File: src/rtl/conv_channel_scheduler.sv
// conv_channel_scheduler
// Steps the conv core and the fmap capture unit through a PS-requested number of
// output channels. Each channel gets a capture clear, a conv start pulse, and then
// waits for both conv completion and the capture BRAM write. Capture addresses are
// shifted by a per-channel base so every channel lands in its own BRAM slice.
// A watchdog parks the block in an error state if a wait never resolves.
module conv_channel_scheduler #(
  parameter int                NUM_CH    = 4,
  parameter int                ADDR_W    = 12,
  parameter logic [ADDR_W-1:0] CH_STRIDE = 'h018,
  parameter int                TIMEOUT   = 65535
) (
  input  logic              clk,
  input  logic              rst,
  input  logic              cmd_start,
  input  logic [3:0]        cmd_num_ch,
  input  logic              cmd_abort,
  output logic              busy,
  output logic              done,
  output logic              err_cfg,
  output logic              err_timeout,
  output logic [3:0]        ch_idx,
  output logic              cap_clear,
  output logic              conv_start,
  input  logic              conv_done,
  input  logic              cap_write_done,
  input  logic [ADDR_W-1:0] cap_addr_in,
  output logic [ADDR_W-1:0] bram_addr_out
);

  localparam int             WD_W   = $clog2(TIMEOUT + 1);
  localparam logic [WD_W-1:0] WD_MAX = WD_W'(TIMEOUT);
  localparam logic [3:0]     MAX_CH = 4'(NUM_CH);

  typedef enum logic [2:0] {
    IDLE,
    CLEAR,
    LAUNCH,
    WAIT_CONV,
    WAIT_WRITE,
    NEXT,
    FINISH,
    ERROR
  } state_t;

  state_t            state_q;
  logic              busy_q;
  logic              done_q;
  logic              errCfg_q;
  logic              errTimeout_q;
  logic              capClear_q;
  logic              convStart_q;
  logic [3:0]        chIdx_q;
  logic [3:0]        numCh_q;
  logic [ADDR_W-1:0] chBase_q;
  logic [WD_W-1:0]   wdog_q;
  logic [WD_W-1:0]   wdog_d;
  logic              cmdLegal;

  assign busy          = busy_q;
  assign done          = done_q;
  assign err_cfg       = errCfg_q;
  assign err_timeout   = errTimeout_q;
  assign ch_idx        = chIdx_q;
  assign cap_clear     = capClear_q;
  assign conv_start    = convStart_q;
  assign bram_addr_out = cap_addr_in + chBase_q;

  assign cmdLegal = (cmd_num_ch != 4'd0) && (cmd_num_ch <= MAX_CH);

  // Saturating next value of the watchdog so it can never wrap back to zero
  always_comb begin
    wdog_d = wdog_q;
    if (wdog_q != WD_MAX) begin
      wdog_d = wdog_q + WD_W'(1);
    end
  end

  // Channel sequencer: pulses are cleared every cycle and re-raised only on the transition that owns them
  always_ff @(posedge clk) begin
    if (rst) begin
      state_q      <= IDLE;
      busy_q       <= 1'b0;
      done_q       <= 1'b0;
      errCfg_q     <= 1'b0;
      errTimeout_q <= 1'b0;
      capClear_q   <= 1'b0;
      convStart_q  <= 1'b0;
      chIdx_q      <= 4'd0;
      numCh_q      <= 4'd0;
      chBase_q     <= '0;
      wdog_q       <= '0;
    end else begin
      done_q      <= 1'b0;
      errCfg_q    <= 1'b0;
      capClear_q  <= 1'b0;
      convStart_q <= 1'b0;
      if (cmd_abort) begin
        state_q      <= IDLE;
        busy_q       <= 1'b0;
        errTimeout_q <= 1'b0;
        wdog_q       <= '0;
      end else begin
        case (state_q)
          IDLE: begin
            if (cmd_start) begin
              if (cmdLegal) begin
                numCh_q      <= cmd_num_ch;
                chIdx_q      <= 4'd0;
                chBase_q     <= '0;
                errTimeout_q <= 1'b0;
                busy_q       <= 1'b1;
                capClear_q   <= 1'b1;
                state_q      <= CLEAR;
              end else begin
                errCfg_q <= 1'b1;
              end
            end
          end
          CLEAR: begin
            convStart_q <= 1'b1;
            state_q     <= LAUNCH;
          end
          LAUNCH: begin
            wdog_q  <= '0;
            state_q <= WAIT_CONV;
          end
          WAIT_CONV: begin
            if (conv_done && cap_write_done) begin
              state_q <= NEXT;
            end else if (conv_done) begin
              wdog_q  <= '0;
              state_q <= WAIT_WRITE;
            end else begin
              wdog_q <= wdog_d;
              if (wdog_d == WD_MAX) begin
                errTimeout_q <= 1'b1;
                state_q      <= ERROR;
              end
            end
          end
          WAIT_WRITE: begin
            if (cap_write_done) begin
              state_q <= NEXT;
            end else begin
              wdog_q <= wdog_d;
              if (wdog_d == WD_MAX) begin
                errTimeout_q <= 1'b1;
                state_q      <= ERROR;
              end
            end
          end
          NEXT: begin
            if (chIdx_q == numCh_q - 4'd1) begin
              done_q  <= 1'b1;
              busy_q  <= 1'b0;
              state_q <= FINISH;
            end else begin
              chIdx_q    <= chIdx_q + 4'd1;
              chBase_q   <= chBase_q + CH_STRIDE;
              capClear_q <= 1'b1;
              state_q    <= CLEAR;
            end
          end
          FINISH: begin
            state_q <= IDLE;
          end
          ERROR: begin
            busy_q       <= 1'b1;
            errTimeout_q <= 1'b1;
          end
          default: begin
            state_q <= IDLE;
          end
        endcase
      end
    end
  end

endmodule
File: config.mk
export PLATFORM = sky130hd
export DESIGN_NAME = conv_channel_scheduler
export DESIGN_NICKNAME = d
export VERILOG_FILES = /design/src/rtl/conv_channel_scheduler.sv
export SDC_FILE = /design/constraint.sdc
export NUM_CORES = 1
export LEC_CHECK = 0
export ABC_AREA = 1
export CORE_AREA = 8 8 117 87
export CTS_CLUSTER_DIAMETER = 150
export DETAILED_ROUTE_END_ITERATION = 16
export DIE_AREA = 0 0 125 95
export GPL_ROUTABILITY_DRIVEN = 0
export SLEW_MARGIN = 20
export SYNTH_ARGS = -nofsm -noshare
export SYNTH_HDL_FRONTEND = slang
export SYNTH_SLANG_ARGS = --single-unit
File: constraint.sdc
create_clock -name clk -period 6.6 [get_ports clk]
set_input_delay 1.32 -clock clk [delete_from_list [all_inputs] [get_ports clk]]
set_output_delay 1.32 -clock clk [all_outputs]
set_load 0.01 [all_outputs]
# Word level (Yosys, flattened, before mapping)
# Cells that the tools add are included.
[classes]
addsub = 5
mul = 0
div_mod_pow = 0
n_lt_le_gt_ge = 1
eq_ne = 17
shifts = 0
mux = 39
bitwise = 4
n_reduce_logical = 18
[op_table]
columns = ["cell", "n"]
rows = [
  ["16-bit 2-to-1 mux", 4],
  ["16-bit one-hot mux with 3 select lines", 1],
  ["12-bit 2-to-1 mux", 3],
  ["12-bit one-hot mux with 2 select lines", 1],
  ["3-bit 2-to-1 mux", 7],
  ["3-bit one-hot mux with 7 select lines", 1],
  ["16-bit by 1-bit adder with 16-bit output (second input constant)", 1],
  ["16-bit equality test (second input constant)", 1],
  ["16-bit != test (second input constant)", 1],
  ["1-bit 2-to-1 mux", 15],
  ["2-bit != test (second input constant)", 7],
  ["12-bit adder", 1],
  ["12-bit by 5-bit adder with 12-bit output (second input constant)", 1],
  ["3-bit equality test (second input constant)", 4],
  ["4-bit 2-to-1 mux", 3],
  ["4-bit one-hot mux with 2 select lines", 1],
  ["4-bit AND reduction", 2],
  ["4-bit nonzero test", 2],
  ["7-bit nonzero test", 1],
  ["3-bit by 2-bit equality test with 1-bit output (second input constant)", 2],
  ["3-bit AND reduction", 2],
  ["6-bit AND reduction", 1],
  ["3-bit nonzero test", 2],
  ["5-bit AND reduction", 1],
  ["15 further kinds", 19],
]
[totals]
reg_bits = 45
latch_bits = 0
ram_bits = 0
mem_bits_ro = 0
out_inout_bits = 22
word_cells = 95
memories = 0

# Logic depth before layout (Yosys ltp)
[logic_depth]
ltp_word = 7
ltp_mapped = 16
depth_no_buf = 16

# Least setup slack after synthesis
# Ideal clock, no wire load.
[synth_timing]
kind = "input-to-output"
start = "input cap_addr_in[4]"
end = "output bram_addr_out[10]"
arrival_time_ns = 2.743
required_ns = 5.280
slack_ns = 2.537
path_stages = 11
cell_sequence = "ha_1 a21o_1 nand2_1 nand2_1 a21o_1 nand2_1 nand2_1 nand2_1 nand2_1 a21oi_1 xor2_1"
[synth_via]
elab_chain_len = 1
[synth_lines]
columns = ["element", "line_no", "source"]
rows = [
  ["start, declared", "27", "input logic [ADDR_W-1:0] cap_addr_in,"],
  ["12-bit adder", "67", "assign bram_addr_out = cap_addr_in + chBase_q;"],
  ["end, declared", "28", "output logic [ADDR_W-1:0] bram_addr_out"],
]
# No other way between the ends.

# Worst setup path in the final report
# Ends and elaborated chain as after synthesis.

==> impl_metrics.json <==
{
  "status": "finished, final reports clean",
  "synth_nets": 477,
  "reg2reg_to": "chBase_q[4]",
  "crit_type": "in -> out",
  "cap_viol_max_count": 0,
  "die-height_um": 95,
  "rows": 28,
  "n_antenna_cell": 0,
  "whs_path_depth": 2,
  "cts_sinks": 42,
  "tightestPinTransition_ns": 0.791,
  "hp-start": "numCh_q[3]",
  "ys_types": 33,
  "grt_antenna_before_repair": 0,
  "clk_pin_slew_ns": 0.06,
  "synth_edf_count": 0,
  "arrival_ns": 3.70,
  "clk_latency_ns": 0.29,
  "ant_nets": 0,
  "grt.overflow.total": 0,
  "p_leak_nw": 1.41,
  "slew_viol_final": 0,
  "synth_area_um2": 2830,
  "wl_per_cell_um": 12.0,
  "grt_start_max_net_pins": 24,
  "irDropWorstVdd_v": 0.000108,
  "ys_seq_area_share_pct": 29.7,
  "power.density_nw_per_um2": 162,
  "finalHoldViolCount": 0,
  "rrSetupSlack_ns": 4.30,
  "routed_wl_um": 7010,
  "final_area_um2": 3420,
  "rsz0062_at_grt": "no",
  "hold-worst-slack_ns": 0.454,
  "postPlaceCellArea_um2": 3270,
  "synth_ff_type": "dfxtp_1",
  "drt_iter0_markers": 194,
  "core_um2": 8270,
  "r2r_start": "numCh_q[0]",
  "avgSynthCellArea_um2": 6.39,
  "htreeDepth": 2,
  "nets": 510,
  "crit_path_start": "cap_addr_in[4]",
  "hold_end": "numCh_q[3]",
  "worst_slack_ns": 1.58,
  "cts_tree": "yes",
  "slew_headroom_pct": 47.2,
  "grt_usage_pct": 12.1,
  "synthArstFlopShare_pct": 0,
  "cts_buffers": 5,
  "postCtsHoldBufs": 0,
  "ios": 44,
  "grt_pass1_vias": 2609,
  "postSynthCellCount": 443,
  "hpwl_um": 5380,
  "setup_violations": 0,
  "cts_root_buf": "clkbuf_16",
  "synth_warnings": 0,
  "drive_above_1_share_pct": 5.45,
  "start_kind": "input pin",
  "yosys_register_bits": 42,
  "vias": 2764,
  "grt_pass1_wl_um": 12100,
  "post-place-ws_ns": 1.58,
  "finalCritPeriodShare_pct": 76.1,
  "fin_setup_tns_ns": 0,
  "fp.dieArea_um2": 11900,
  "min_period_ns": 5.02,
  "io_buffer_count": 37,
  "syn2layout_area_growth_pct": 20.8,
  "timing.fmax_mhz": 199,
  "cts_setup_buffers": 0,
  "clk_path_buf_depth": 2,
  "first_pass_iters": 4,
  "drc": 0,
  "worst-r2r-cell-count": 11,
  "routed_via_density": 4.75,
  "worst_ep_required_time_ns": 5.28,
  "start_util_pct": 34.2,
  "skew_ns": 0.00587,
  "end_kind": "output port",
  "hold_path_class": "reg -> reg",
  "crit_fanout": 3,
  "cts_resized": 0,
  "die_w_um": 125
}
sequential cells by signal (all words and copies together), names as in the netlist:
name         cells
busy             1
cap_clear        1
chBase_q         9
ch_idx           4
conv_start       1
done             1
err_cfg          1
err_timeout      1
numCh_q          4
state_q          3
wdog_q          16
how the worst max path moves through the flow:
stage / endpoint / depth (start not counted)
floorplan: bram_addr_out[10] / 11
global placement: bram_addr_out[10] / 13
detailed placement: bram_addr_out[10] / 13
CTS: bram_addr_out[10] / 13
global route: bram_addr_out[10] / 13
finish: bram_addr_out[10] / 13
per-layer routing:
layer / global-route usage [%] / part of all wire, % / wire (um) / vias to the layer above
met4: 3.63 / 1.1 / 78 / 0
li1: - / - / - / 1488
met1: 17.2 / 55 / 3830 / 1212
met2: 17.6 / 38 / 2680 / 57
met5: 0 / 0 / 0 / -
met3: 2.70 / 6.1 / 429 / 7
cells in the final DEF, fill, tap and decap left out, types with 5 or more instances in the layout:
master | Yosys | layout
inv_1 | 52 | 52
nand2_2 | 5 | 5
nand3_1 | 24 | 24
nand2_1 | 131 | 131
dfxtp_1 | 42 | 42
xnor2_1 | 8 | 8
ha_1 | 12 | 12
o21ai_0 | 13 | 13
xor2_1 | 13 | 13
nand4_1 | 10 | 10
clkdlybuf4s50_1 | 0 | 37
nor2_1 | 49 | 49
a21oi_1 | 39 | 39
clkbuf_16 | 0 | 5
critical path, stage by stage:
cell	delay (ns)
clkdlybuf4s50_1	0.41
ha_1	0.32
a21o_1	0.21
nand2_1	0.06
nand2_1	0.07
a21o_1	0.19
nand2_1	0.06
nand2_1	0.07
nand2_1	0.06
nand2_1	0.07
a21oi_1	0.16
xor2_1	0.15
clkdlybuf4s50_1	0.55
power by group:
part	internal [mW]	leakage (nW)	switching, mW	total, mW
Sequential	0.255	0.339	0.000989	0.256
Combinational	0.0238	1.00	0.0238	0.0476
Clock	0.142	0.0704	0.109	0.251
Total	0.421	1.41	0.134	0.555
metrics by stage:
step / power [mW] / std cells / util, %
floorplan: 0.288 / 443 / -
global placement: 0.309 / 574 / 39.5
detailed placement: 0.309 / 574 / 39.5
CTS: 0.562 / 582 / 41.4
global route: 0.576 / 582 / 41.4
finish: 0.555 / 582 / 41.4
logic make-up after synthesis:
logic type,after synthesis,synth area share [%]
buf+inv,64,9.41
fa+ha+maj,12,5.30
flops,42,29.7
xor+xnor,21,6.50
compound gates,66,12.5
simple gates,238,36.5
Yosys cell counts (3+ instances only):
library cell	n	area, um2
inv_1	52	195
nand2_1	131	492
nand3_1	24	120
nor2_2	4	25.0
o21ai_0	13	65.1
nor3_1	4	20.0
xor2_1	13	114
dfxtp_1	42	841
nand4_1	10	62.6
nor3b_1	3	22.5
a21oi_1	39	195
ha_1	12	150
o21ai_1	4	20.0
nor2_1	49	184
buf_2	3	15.0
nand2_2	5	31.3
clkbuf_1	4	15.0
xnor2_1	8	70.1
o21bai_1	3	22.5
final cells by class:
type                       instances  area, um2
sequential                        42        841
clock buffer                       5        125
tap                              105        131
inverter                          53        199
multi-input combinational        337       1730
fill                             880       4850
clock inverter                     3       25.0
timing repair buffer              37        370
Note: power is estimated with default switching activity, not from simulation.
